--- config.mk ---
export PLATFORM = sky130hd
export DESIGN_NAME = sha1_block_feeder
export DESIGN_NICKNAME = d
export VERILOG_FILES = /design/src/rtl/sha1_pkg.sv /design/src/rtl/sha1_word_mux.sv /design/src/rtl/sha1_block_feeder.sv
export SDC_FILE = /design/constraint.sdc
export NUM_CORES = 1
export LEC_CHECK = 0
export BUFFER_PORTS_ARGS = -buffer_cell sky130_fd_sc_hd__buf_4
export CAP_MARGIN = 5
export CORE_ASPECT_RATIO = 1.5
export CORE_MARGIN = 5
export CORE_UTILIZATION = 49
export DETAILED_ROUTE_END_ITERATION = 8
export PLACE_DENSITY = 0.76
export SLEW_MARGIN = 30
export SYNTH_ARGS = -nofsm -noshare
export SYNTH_HDL_FRONTEND = slang
export SYNTH_HIERARCHICAL = 1
export SYNTH_SLANG_ARGS = --single-unit
--- constraint.sdc ---
create_clock -name clk -period 18.42 [get_ports clk]
set_input_delay 2.763 -clock clk [delete_from_list [all_inputs] [get_ports clk]]
set_output_delay 2.763 -clock clk [all_outputs]
set_load 0.02 [all_outputs]
--- src/rtl/sha1_pkg.sv ---
// rtl/sha1_pkg.sv - shared widths and FSM encoding for the SHA1 block feeder
package sha1_pkg;

    localparam int DBIT   = 512;
    localparam int WBIT   = 32;
    localparam int NWORDS = DBIT / WBIT;
    localparam int IDXW   = $clog2(NWORDS);
    localparam int CNTW   = 16;

    localparam logic [IDXW-1:0] LAST_IDX = IDXW'(NWORDS - 1);

    typedef enum logic [1:0] {
        ST_IDLE  = 2'd0,
        ST_POP   = 2'd1,
        ST_LATCH = 2'd2,
        ST_SEND  = 2'd3
    } state_t;

endpackage

--- src/rtl/sha1_word_mux.sv ---
// rtl/sha1_word_mux.sv - selects one 32-bit word of a 512-bit block, word 0 from the MSBs
module sha1_word_mux
    import sha1_pkg::*;
(
    input  logic [DBIT-1:0] i_blk,
    input  logic [IDXW-1:0] i_idx,
    output logic [WBIT-1:0] o_word
);

    always_comb begin
        o_word = '0;
        for (int k = 0; k < NWORDS; k++) begin
            if (i_idx == IDXW'(k)) begin
                o_word = i_blk[DBIT-1-WBIT*k -: WBIT];
            end
        end
    end

endmodule

--- src/rtl/sha1_block_feeder.sv ---
// rtl/sha1_block_feeder.sv - pops 512-bit blocks from the RX FIFO and streams them as 16 words
module sha1_block_feeder
    import sha1_pkg::*;
(
    input  logic            clk,
    input  logic            rst,
    input  logic            rx_empty,
    output logic            rd_uart,
    input  logic [DBIT-1:0] r_data,
    input  logic            msg_clear,
    output logic [WBIT-1:0] w_data,
    output logic            w_valid,
    input  logic            w_ready,
    output logic [IDXW-1:0] w_index,
    output logic            w_first_blk,
    output logic            w_last,
    output logic            blk_done,
    output logic [CNTW-1:0] blk_cnt,
    output logic            busy
);

    state_t          r_state;
    state_t          w_state_nxt;
    logic [DBIT-1:0] r_blk;
    logic [IDXW-1:0] r_idx;
    logic            r_first_pending;
    logic            r_first_blk;
    logic            r_blk_done;
    logic [CNTW-1:0] r_blk_cnt;
    logic            w_xfer;
    logic            w_blk_end;

    assign w_xfer    = (r_state == ST_SEND) && w_ready;
    assign w_blk_end = w_xfer && (r_idx == LAST_IDX);

    always_ff @(posedge clk or posedge rst) begin
        if (rst) begin
            r_state <= ST_IDLE;
        end else begin
            r_state <= w_state_nxt;
        end
    end

    always_comb begin
        w_state_nxt = r_state;
        case (r_state)
            ST_IDLE:  if (!rx_empty) w_state_nxt = ST_POP;
            ST_POP:   w_state_nxt = ST_LATCH;
            ST_LATCH: w_state_nxt = ST_SEND;
            ST_SEND:  if (w_blk_end) w_state_nxt = ST_IDLE;
            default:  w_state_nxt = ST_IDLE;
        endcase
    end

    // first_pending is consumed when a block is latched, so a clear arriving
    // mid-block marks the following block rather than the one in flight.
    always_ff @(posedge clk or posedge rst) begin
        if (rst) begin
            r_blk           <= '0;
            r_idx           <= '0;
            r_first_pending <= 1'b1;
            r_first_blk     <= 1'b0;
            r_blk_done      <= 1'b0;
            r_blk_cnt       <= '0;
        end else begin
            r_blk_done <= w_blk_end;
            if (r_state == ST_LATCH) begin
                r_blk       <= r_data;
                r_idx       <= '0;
                r_first_blk <= r_first_pending;
            end else if (w_xfer) begin
                r_idx <= r_idx + 1'b1;
            end
            if (msg_clear) begin
                r_first_pending <= 1'b1;
                r_blk_cnt       <= '0;
            end else begin
                if (r_state == ST_LATCH) r_first_pending <= 1'b0;
                if (w_blk_end)           r_blk_cnt       <= r_blk_cnt + 1'b1;
            end
        end
    end

    sha1_word_mux u_word_mux (
        .i_blk  (r_blk),
        .i_idx  (r_idx),
        .o_word (w_data)
    );

    assign rd_uart     = (r_state == ST_POP);
    assign w_valid     = (r_state == ST_SEND);
    assign busy        = (r_state != ST_IDLE);
    assign w_index     = r_idx;
    assign w_last      = (r_state == ST_SEND) && (r_idx == LAST_IDX);
    assign w_first_blk = r_first_blk;
    assign blk_done    = r_blk_done;
    assign blk_cnt     = r_blk_cnt;

endmodule
# [Yosys cells after proc, flatten, opt, wreduce, memory -nomap -nowiden]
# Cells that the tools add are included.
[op_classes] addsub=2 eq_ne=20 mux=25 n_reduce_logical=10
[op_table] operator="2-to-1 mux 32 bit" count=16
[op_table] operator="== test 4 bit (second input constant)" count=8
[op_table] operator="2-to-1 mux 16 bit" count=2
[op_table] operator="adder 16 x 1 -> 16 bit (second input constant)" count=1
[op_table] operator="== test 4 x 3 -> 1 bit (second input constant)" count=4
[op_table] operator="== test 4 x 2 -> 1 bit (second input constant)" count=2
[op_table] operator="2-to-1 mux 4 bit" count=2
[op_table] operator="one-hot mux 2 bit (4 select lines)" count=1
[op_table] operator="nonzero test 2 bit" count=4
[op_table] operator="adder 4 x 1 -> 4 bit (second input constant)" count=1
[op_table] operator="== test 2 bit (second input constant)" count=2
[op_table] operator="== test 4 x 1 -> 1 bit (second input constant)" count=1
[op_table] operator="zero test 4 bit" count=1
[op_table] operator="2-to-1 mux 2 bit" count=2
[op_table] operator="logical AND 1 bit" count=3
[op_table] operator="== test 2 x 1 -> 1 bit (second input constant)" count=1
[op_table] operator="zero test 2 bit" count=1
[op_table] operator="2-to-1 mux 1 bit" count=2
[op_table] operator="inequality test 2 x 1 -> 1 bit (second input constant)" count=1
[op_table] operator="inequality test 2 bit (second input constant)" count=1
[op_table] operator="AND reduction 2 bit" count=1
[word_totals] regBits=537 output_inout_bits=58 word_cells=64

# [Depth between registers and ports, before layout]
# Gate-level depths: netlist of run 1.
[depth] word_depth=17 depth_mapped=8

# [By module]
# Netlist of run 1, hierarchy kept.
[modules_own_cells] module="sha1_block_feeder" n_inst=1 cells_each=1209 area_each_um2=20140.6 seq_area_each_um2=13439.1
[modules_own_cells] module="sha1_word_mux" n_inst=1 cells_each=737 area_each_um2=5273.8 seq_area_each_um2=0.0

# [Least setup slack after synthesis of run 1]
# OpenSTA, ideal clock, no wires.
[synth_timing] path_type="reg2out" startpoint="reg r_idx[1], in the netlist w_index[1]" endpoint="out w_data[19]" arrival_ns=2.000 t_required_ns=15.657 slack_ns=13.657 stages_incl_launch_ff=9 path_buffers=4 cell_sequence="dfrtp_1 > buf_4 > buf_6 > buf_6 > and3b_1 > buf_2 > a222oi_1 > o31ai_1 > a31oi_1"
[synth_via] elab_chain_cells=17 word_cells_on_any_way=32
[synth_rtl] element="start: declaration" line="sha1_block_feeder.sv:25" rtl="logic [IDXW-1:0] r_idx;"
[synth_rtl] element="start signal: assignment" line="sha1_block_feeder.sv:72" rtl="r_idx <= r_idx + 1'b1;"
[synth_rtl] element="zero test 4 bit" line="sha1_word_mux.sv:13" rtl="if (i_idx == IDXW'(k)) begin"
[synth_rtl] element="2-to-1 mux 32 bit (15 in series)" line="sha1_word_mux.sv:13"
[synth_rtl] element="2-to-1 mux 32 bit *" line="sha1_word_mux.sv:13"
[synth_rtl] element="end: declaration" line="sha1_block_feeder.sv:11" rtl="output logic [WBIT-1:0] w_data,"
# Every way passes the cells marked *; elsewhere a longest branch is shown, timed or not.

# [Final worst setup path of run 1]
[layout_timing] startpoint="reg r_idx[0], in the netlist w_index[0]" endpoint="out w_data[20]"
# The elaborated chain is that of the path after synthesis.

==> results of run 1 <==
==> worst max-delay path, delay by kind of cell, from the launching register on <==
family,cells,cell delay [ps]
DFF,1,720
AOI/OAI and AO/OA,3,1280
buffers and inverters,3,1540
and+or+nand+nor,1,430
==> layer usage <==
| layer | vias to the layer above | part of all wire (%) | track usage, % | wire length (microns) |
|---|---|---|---|---|
| li1 | 8220 | - | - | - |
| met1 | 9564 | 39 | 37.2 | 33500 |
| met2 | 840 | 49 | 47.6 | 41900 |
| met3 | 188 | 6.6 | 5.43 | 5680 |
| met5 | - | 0.026 | 0 | 22 |
| met4 | 4 | 5.7 | 16.5 | 4860 |
==> cell families after synthesis <==
| family | share of synthesized area (%) |
|---|---|
| buffers and inverters | 4.06 |
| AO/OA/AOI/OAI | 8.83 |
| flip-flops | 52.9 |
| adder cells (fa/ha/maj) | 0.345 |
| XOR/XNOR | 0.276 |
| multiplexers | 27.8 |
| AND/OR/NAND/NOR | 5.83 |
==> registers in the layout, summed over array words and instances, names as in the netlist <==
register,count
w_index,4
w_first_blk,1
r_blk,512
r_first_pending,1
blk_cnt,16
blk_done,1
r_state,2
==> cells in the final DEF, fill, tap and decap left out, drive strengths merged, types with 18 or more instances in the layout <==
cell type  instances
clkbuf            73
dfrtp            536
nor2b             18
a211oi            18
a21oi             84
nor2              27
mux2             526
inv               54
nand3b            51
mux2i             62
nand2             67
diode             26
a221oi            28
nand3             26
o22ai             19
o221ai            25
o2bb2ai           23
o21ai             47
buf              604
mux4              23
==> where the power goes <==
| group | internal, W | leakage (nW) | switching [W] |
|---|---|---|---|
| combinational | 0.00122 | 6.54 | 0.00110 |
| sequential | 0.00178 | 6.30 | 0.000392 |
| clock | 0.000652 | 0.863 | 0.000468 |
==> per-stage QoR <==
step                      instance area, sq um  instances  util [%]
after detailed placement                 30000       3072      58.3
after floorplan                          25400       1946         -
after global routing                     32000       3191      62.0
final                                    32000       3192      62.0
after CTS                                31800       3164      61.7
after global placement                   30000       3072      58.3
==> area by class of cell <==
| type | count | area [sq um] | area share [%] |
|---|---|---|---|
| diodes | 26 | 65.1 | 0.204 |
| flip-flops and latches | 537 | 13500 | 42.1 |
| inverters | 53 | 206 | 0.646 |
| clock inverters | 19 | 272 | 0.849 |
| multi-input cells | 1204 | 11000 | 34.4 |
| well taps | 676 | 846 | 2.65 |
| clock buffers | 73 | 1500 | 4.70 |
| repair buffers | 604 | 4630 | 14.5 |
==> worst min-delay path by stage <==
stage | slack (ps) | start | cells after the start | endpoint
6_report | 510 | r_blk[505] | 1 | r_blk[505]
5_1_grt | 510 | r_blk[305] | 1 | r_blk[305]
4_1_cts | 500 | r_blk[305] | 1 | r_blk[305]
3_5_place_dp | 490 | r_blk[305] | 1 | r_blk[305]
3_3_place_gp | 480 | r_blk[305] | 1 | r_blk[305]
2_1_floorplan | 470 | r_blk[500] | 1 | r_blk[500]
==> out/qor.csv, run 1 <==
stage;metric;value;unit
routing;Routed Antenna Nets;0;
critical_path;crit path from;w_index[0];
die;die footprint;0.0566;sq mm
clock_network;Post-CTS Repair Setup Buffers;0;
synthesis;Seq cells post-synth;537;
die;num ports;575;
placement;pre-CTS WS;11390;ps
timing;RSZ-0062 raised after global routing;false;
critical_path;critical-path cell list;buf_4 -> buf_6 -> nand2b_2 -> a21oi_1 -> a2111oi_0 -> o22ai_1 -> buf_4;
timing;final number of setup-violating endpoints;0;
placement;final weighted congestion in routability-driven placement;0.916;
timing;Setup TNS;0;ps
synthesis;Synthesized Nets;2470;
critical_path;Critical path destination;w_data[20];
clock_network;htree depth;2;
grt;initial antenna violation count;27;
synthesis;most frequent cell after synthesis;dfrtp_1;
synthesis;Yosys top cell by area;dfrtp_1;
grt;total track usage;29.3;%
clock_network;CTS root buf;clkbuf_16;
routing;post-DR vias/cell;5.89;
grt;largest net degree at the start of global routing;186;
cells_and_area;share of post-route cells with drive strength above 1;51.0;%
placement;IO Port Bufs;574;
timing;Fin Hold WS;505;ps
clock_network;clock sinks;537;
critical_path;CP startpoint kind;register;
power;PD cells;176;mW/mm^2
critical_path;reg2reg path depth;6;
synthesis;Post-synth EDFFs;0;
critical_path;CP Max Fanout;79;
die;core box area;0.0516;sq mm
synthesis;Yosys warning count;6;
run;MaxCap Viol Count;0;
synthesis;top-area cell type share of the netlist area;52.8;%
synthesis;sequential share of the synthesized area;52.9;%
critical_path;crit path DAT;4660;ps
synthesis;Async SR Flop Fraction;100;%
critical_path;worst r2r src;w_index[1];
routing;via count;18816;
clock_network;CTS Buffer Depth;3;
synthesis;Synth area leaders;dfrtp_1 53%, mux2_2 23%, mux2i_1 2.4%;
run_status;status;finished clean;
synthesis;post-synthesis cell type count;61;
die;Die H;289;microns
synthesis;dominant synthesized flop cell;dfrtp_1;
clock_network;clock slew at reported path FFs;70;ps
critical_path;largest stage delay on the critical path;890;ps
timing;Final Cycle Share;40.3;%
clock_network;clock latency on the worst-skew pair;590;ps
critical_path;required time worst endpoint;15660;ps
routing;Pre-antenna DRT Iters;6;
synthesis;Post-Syn Area;0.0254;sq mm
die;row cnt;102;
critical_path;critical path class;register to output port;
routing;DR iter-0 viols;1399;
cells_and_area;area delta synth->final;25.8;%
synthesis;syn avg cell area;13.1;sq um
critical_path;CP most frequent cell;buf_4;
timing;Fin. Hold Viols;0;
clock_network;hold buffers post-CTS;0;
grt;first-pass GRT wire length;125;mm
timing;Fmax achieved;135;MHz
timing;Slew Viols, Final;0;
power;P_leak;13.7;nW
clock_network;CTS tree;yes;
critical_path;Setup crit end kind;output port;
critical_path;Max stage delay cell, worst path;a2111oi_0;
grt;vias in the first global route;19792;
placement;post-DP HPWL;63.3;mm
routing;WL final;86.0;mm
critical_path;r2r endpoint;blk_cnt[15];
power;Pwr Total;0.00561;W
timing;Final min period;7420;ps
power;peak supply drop;132;uV
timing;worst slew pin tran;1020;ps
timing;post-route clock skew;10.5;ps
clock_network;Resize count post-CTS;0;
synthesis;top post-synthesis cells by count;536 x dfrtp_1, 526 x mux2_2, 84 x a21oi_1, 84 x buf_2, 66 x nand2_1;
die;die width;196;microns
timing;setup ws final;11000;ps
clock_network;CTS Buf Count;51;
cells_and_area;FILL cells;4087;
die;Starting Density;49.3;%
routing;drt drc;0;
timing;relative slew slack;30.2;%
grt;GRT Residual Overflow;0;
synthesis;Mapped Cells;1946;
critical_path;reg2reg setup slack;14810;ps
hold_path;Hold WC Path Type;register to register;
routing;WL/cell;27.0;microns
cells_and_area;# nets final;2975;
Note: power is estimated with default switching activity, not from simulation.
==> run 2, diff against run 1 <==
- clock period: 18.42 -> 5.95 ns (I/O delays scaled with it)
==> run 2 against run 1 <==
Net effect:
- core utilization is 0.26 points lower
- largest cell class unchanged
- largest power group unchanged
- critical path depth is 2 lower
- cell area shrank 0.43%
==> out/qor.csv, run 2 (synthesized netlist as in run 1, its figures left out) <==
stage;metric;value;unit;change
timing;final number of setup-violating endpoints;0;;unchanged
timing;relative slew slack;35.0;%;was 30.2%
run_status;status;finished clean;;unchanged
power;Gate power share;41.5;%;was 41.3%
timing;post-route clock skew;19.1;ps;was 10.5 ps
grt;first-pass GRT wire length;125;mm;about the same
power;Int Power;0.0111;W;was 0.00366 W
power;peak supply drop;355;uV;was 132 uV
critical_path;CP startpoint kind;register;;unchanged
clock_network;Resize count post-CTS;0;;unchanged
die;die width;196;microns;unchanged
cells_and_area;share of post-route cells with drive strength above 1;51.0;%;about the same
critical_path;CP Max Fanout;34;;was 79
placement;final weighted congestion in routability-driven placement;0.951;;was 0.916
timing;Final min period;4640;ps;
die;core box area;0.0516;sq mm;unchanged
grt;vias in the first global route;19853;;was 19.8k
clock_network;htree depth;2;;unchanged
clock_network;clock slew at reported path FFs;70;ps;about the same
run;MaxCap Viol Count;0;;unchanged
cells_and_area;most frequent cells in the layout;592 x buf_4, 532 x dfrtp_1, 526 x mux2_2;;unchanged
timing;Setup TNS;0;ps;unchanged
clock_network;clock latency on the worst-skew pair;600;ps;was 590 ps
clock_network;CTS Buffer Depth;3;;unchanged
power;sw power;0.00598;W;was 0.00196 W
routing;WL final;85.1;mm;was 86.0 mm
power;clock network fraction of design power;19.1;%;was 20.0%
critical_path;required time worst endpoint;5060;ps;was 15660 ps
grt;GRT Residual Overflow;0;;unchanged
routing;WL/cell;26.7;microns;was 27.0 microns
cells_and_area;fin util;61.7;%;was 62.0%
timing;worst slew pin tran;974;ps;was 1020 ps
routing;Pre-antenna DRT Iters;5;;was 6
cells_and_area;max FFs per register;512;;unchanged
grt;initial antenna violation count;22;;was 27
critical_path;crit path DAT;3750;ps;was 4660 ps
grt;total track usage;28.9;%;was 29.3%
critical_path;reg2reg setup slack;2740;ps;was 14810 ps
hold_path;Hold WC Path Type;input port to async pin;;was register to register
routing;via count;18892;;was 18.8k
timing;Fmax achieved;215;MHz;
clock_network;CTS root buf;clkbuf_16;;unchanged
timing;RSZ-0062 raised after global routing;false;;unchanged
cells_and_area;commonest non-fill, non-tap cell in the layout;buf_4;;unchanged
power;Sw Ratio;35.1;%;was 34.9%
cells_and_area;# nets final;2974;;was 2975
timing;Fin Hold WS;354;ps;was 505 ps
routing;DR iter-0 viols;1277;;was 1399
clock_network;clock sinks;537;;unchanged
clock_network;CTS Buf Count;51;;unchanged
die;num ports;575;;unchanged
die;row cnt;102;;unchanged
critical_path;critical path class;register to output port;;unchanged
power;Flop pwr share;39.5;%;was 38.7%
die;Die H;289;microns;unchanged
cells_and_area;area delta synth->final;25.2;%;was 25.8%
timing;Slew Viols, Final;0;;unchanged
die;die footprint;0.0566;sq mm;unchanged
timing;Fin. Hold Viols;0;;unchanged
clock_network;CTS tree;yes;;unchanged
placement;post-DP HPWL;62.7;mm;was 63.3 mm
cells_and_area;Biggest register;r_blk;;unchanged
grt;largest net degree at the start of global routing;156;;was 186
routing;post-DR vias/cell;5.94;;was 5.89
routing;drt drc;0;;unchanged
power;P_leak;13.6;nW;was 13.7 nW
timing;Final Cycle Share;78.0;%;
placement;IO Port Bufs;574;;unchanged
power;PD cells;536;mW/mm^2;was 176 mW/mm^2
clock_network;hold buffers post-CTS;0;;unchanged
critical_path;Setup crit end kind;output port;;unchanged
routing;Routed Antenna Nets;0;;unchanged
clock_network;Post-CTS Repair Setup Buffers;0;;unchanged
die;Starting Density;49.3;%;unchanged
[run 2: changes by cell type in the layout (fill, tap and decap cells not counted), moves of 2 or more]
cell,change
bufinv_16,-4
diode_2,-10
buf_6,-7
buf_12,+8
buf_16,-2
clkbuf_16,-2
clkinv_2,+8
[run 2: worst paths after layout]
check / cells past startpoint / startpoint / end
worst max-delay path: 5 / w_index[2] / w_data[10]
worst min-delay path: 2 / rst / r_blk[431]
worst max register to register: 6 / w_index[1] / blk_cnt[15]
worst min register to register: 1 / r_blk[455] / r_blk[455]
max in group asynchronous: 4 / rst / w_index[0]
min in group clk: 1 / r_blk[455] / r_blk[455]
[run 2: cell type report]
type / instances / area, sq um
Tap cell: 676 / 846
Timing Repair Buffer: 603 / 4660
Sequential cell: 537 / 13500
Clock inverter: 22 / 184
Clock buffer: 70 / 1450
Antenna cell: 16 / 40.0
Fill cell: 4123 / 19700
Multi-Input combinational cell: 1204 / 11000
Inverter: 53 / 203
[run 2: critical path, stage by stage, from the launching register on]
cell and delay (ps):
dfrtp_4 730, nor2b_1 830, nand2_1 770, o21ai_0 440, o22ai_1 130, buf_4 210
[run 2: per-layer routing]
metal | up-vias | share of wire (%) | track usage, %
met5 | - | 0.094 | 0
met4 | 12 | 5.5 | 14.4
met3 | 196 | 7.0 | 6.00
met2 | 849 | 49 | 47.0
met1 | 9621 | 39 | 37.2
li1 | 8214 | - | -
[run 2: power by group through the flow]
stage	logic (W)	clock network [W]	registers, W
detailed placement	0.00703	0	0.00676
CTS	0.00707	0.00331	0.00671
floorplan	0.00522	0	0.00623
global placement	0.00685	0	0.00668
finish	0.00708	0.00325	0.00673
global route	0.00753	0.00344	0.00691
[run 2: through the flow]
step                std cells  area (sq um)  worst slack (ps)  total power, W
finish                   3181         31800              1310          0.0171
global route             3179         31800              1100          0.0179
CTS                      3165         31800              1260          0.0171
detailed placement       3073         30200              1940          0.0138
floorplan                1946         25400             -2240          0.0115
global placement         3073         30100              1880          0.0135
==> run 3, diff against run 2 <==
- CORE_UTILIZATION: 49 -> 55
- PLACE_DENSITY: 0.76 -> 0.81
- clock period: 5.95 -> 4.4 ns (I/O delays scaled with it)
==> run 3 against run 2 <==
Net effect:
- first-iteration DRC count up 37%
- final cell count down 1.6%
- count of clock-buffer cells in the layout up 2
- setup slack worse by 1100 ps
- die area down 10%
- register-to-register slack worse by 1300 ps
- critical path type unchanged
- critical endpoint is now w_data[15]
- largest cell class unchanged
- highest routed layer unchanged
==> out/qor.csv, run 3 (synthesized netlist as in run 1, its figures left out) <==
stage;metric;value;unit;change
power;peak supply drop;492;uV;was 355 uV
timing;final number of setup-violating endpoints;0;;unchanged
cells_and_area;max FFs per register;512;;unchanged
timing;Final min period;4180;ps;
critical_path;critical-path cell list;buf_4 -> and4_1 -> a221oi_1 -> nand4_1 -> buf_4;;was nor2b_1 -> nand2_1 -> o21ai_0 -> o22ai_1 -> buf_4
timing;RSZ-0062 raised after global routing;false;;unchanged
cells_and_area;commonest non-fill, non-tap cell in the layout;buf_4;;unchanged
timing;setup ws final;224;ps;was 1310 ps
die;row cnt;96;;was 102
die;num ports;575;;unchanged
die;Die H;273;microns;was 289 microns
power;clock network fraction of design power;19.5;%;was 19.1%
routing;WL final;84.5;mm;was 85.1 mm
power;Pwr Total;0.0235;W;was 0.0171 W
clock_network;hold buffers post-CTS;0;;unchanged
timing;Slew Viols, Final;0;;unchanged
cells_and_area;Biggest register;r_blk;;unchanged
critical_path;Max stage delay cell, worst path;dfrtp_4;;was nor2b_1
critical_path;required time worst endpoint;3740;ps;was 5060 ps
placement;placed cells;3010;;was 3073
routing;DR iter-0 viols;1744;;was 1277
clock_network;CTS Buffer Depth;3;;unchanged
routing;post-DR vias/cell;6.16;;was 5.94
placement;pre-CTS WS;826;ps;was 1940 ps
placement;final weighted congestion in routability-driven placement;0.951;;about the same
die;die width;186;microns;was 196 microns
placement;IO Port Bufs;574;;unchanged
power;Gate power share;41.7;%;was 41.5%
power;PD cells;731;mW/mm^2;was 536 mW/mm^2
clock_network;htree depth;2;;unchanged
cells_and_area;most frequent cells in the layout;613 x buf_4, 532 x dfrtp_1, 526 x mux2_2;;was 592 x buf_4, 532 x dfrtp_1, 526 x mux2_2
placement;Post-DP Area;0.0303;sq mm;was 0.0302 sq mm
power;Sw Ratio;34.5;%;was 35.1%
timing;Fmax achieved;239;MHz;
clock_network;Post-CTS Repair Setup Buffers;0;;unchanged
routing;Pre-antenna DRT Iters;8;;was 5
clock_network;clock sinks;537;;unchanged
critical_path;critical path class;register to output port;;unchanged
grt;total track usage;32.3;%;was 28.9%
power;sw power;0.00810;W;was 0.00598 W
die;die footprint;0.0507;sq mm;was 0.0566 sq mm
routing;Routed Antenna Nets;0;;unchanged
power;P_leak;13.8;nW;was 13.6 nW
placement;post-DP HPWL;63.3;mm;was 62.7 mm
grt;first-pass GRT wire length;124;mm;was 125 mm
cells_and_area;share of post-route cells with drive strength above 1;51.4;%;was 51.0%
timing;Final Cycle Share;94.9;%;
critical_path;CP most frequent cell;buf_4;;
cells_and_area;final non-filler cell total;3131;;was 3181
cells_and_area;# nets final;3000;;was 2974
critical_path;CP startpoint kind;register;;unchanged
power;Int Power;0.0154;W;was 0.0111 W
clock_network;Resize count post-CTS;0;;unchanged
clock_network;CTS tree;yes;;unchanged
clock_network;CTS Buf Count;51;;unchanged
timing;post-route clock skew;12.5;ps;was 19.1 ps
cells_and_area;fin area;0.0321;sq mm;was 0.0318 sq mm
critical_path;CP Max Fanout;57;;was 34
critical_path;Setup crit end kind;output port;;unchanged
routing;WL/cell;27.0;microns;was 26.7 microns
clock_network;clock slew at reported path FFs;70;ps;about the same
clock_network;clock latency on the worst-skew pair;570;ps;was 600 ps
routing;drt drc;0;;unchanged
run_status;status;finished clean;;unchanged
grt;initial antenna violation count;34;;was 22
critical_path;largest stage delay on the critical path;880;ps;was 830 ps
cells_and_area;area delta synth->final;26.3;%;was 25.2%
run;MaxCap Viol Count;0;;unchanged
critical_path;crit path DAT;3520;ps;was 3750 ps
cells_and_area;fin util;70.1;%;was 61.7%
power;Flop pwr share;38.9;%;was 39.5%
timing;Fin. Hold Viols;0;;unchanged
grt;largest net degree at the start of global routing;107;;was 156
die;Starting Density;55.5;%;was 49.3%
grt;GRT Residual Overflow;0;;unchanged
clock_network;CTS root buf;clkbuf_16;;unchanged
grt;vias in the first global route;19901;;about the same
die;core box area;0.0458;sq mm;was 0.0516 sq mm
hold_path;Hold WC Path Type;input port to async pin;;unchanged
timing;relative slew slack;45.4;%;was 35.0%
routing;via count;19283;;was 18.9k
timing;worst slew pin tran;798;ps;was 974 ps
-- run 3: changes by cell type in the layout (fill, tap and decap cells not counted), sizes merged --
cell and delta:
bufinv +3, clkbuf +2, diode +13, inv -3, buf +26, clkinv -2
clkinvlp -1
-- run 3: power groups by stage --
| stage | clock [W] | combinational, W | sequential [W] |
|---|---|---|---|
| 5_1_grt | 0.00483 | 0.0103 | 0.00938 |
| 2_1_floorplan | 0 | 0.00706 | 0.00843 |
| 3_5_place_dp | 0 | 0.00964 | 0.00914 |
| 3_3_place_gp | 0 | 0.00937 | 0.00900 |
| 4_1_cts | 0.00462 | 0.00972 | 0.00908 |
| 6_report | 0.00457 | 0.00978 | 0.00912 |
-- run 3: metrics by stage --
stage / setup TNS, ps / hold WS, ps
2_1_floorplan: -1910320 / 471
3_3_place_gp: 0 / 485
3_5_place_dp: 0 / 489
4_1_cts: 0 / 249
5_1_grt: 0 / 275
6_report: 0 / 247
-- run 3: critical path, delay by kind of cell (launching register included) --
family                 cells  cell delay, ps
buffers and inverters      2             720
AO/OA/AOI/OAI              1             270
flip-flops                 1             880
AND/OR/NAND/NOR            2            1010
-- run 3: worst paths after layout --
path,from,end,slack [ps],cells after the start
min in group clk,r_data[8],r_blk[8],310,2
worst max register to register,w_index[1],blk_cnt[15],1410,6
worst min register to register,r_blk[453],r_blk[453],500,1
worst min-delay path,rst,r_blk[395],250,2
max in group asynchronous,rst,blk_cnt[12],3120,3
worst max-delay path,w_index[2],w_data[15],220,5
-- run 3: final cells by class --
class	instances	area [sq um]
Fill cell	3230	13700
Antenna cell	29	72.6
Clock inverter	19	226
Sequential cell	537	13500
Tap cell	588	736
Timing Repair Buffer	629	4920
Clock buffer	72	1500
Inverter	53	203
Multi-Input combinational cell	1204	11000
-- run 3: layer usage --
| metal | track usage (%) | routed length (microns) | vias to the layer above |
|---|---|---|---|
| li1 | - | - | 8275 |
| met5 | 0 | 69 | - |
| met3 | 5.49 | 5980 | 226 |
| met2 | 51.9 | 41000 | 925 |
| met1 | 42.3 | 32400 | 9847 |
| met4 | 16.6 | 5130 | 10 |
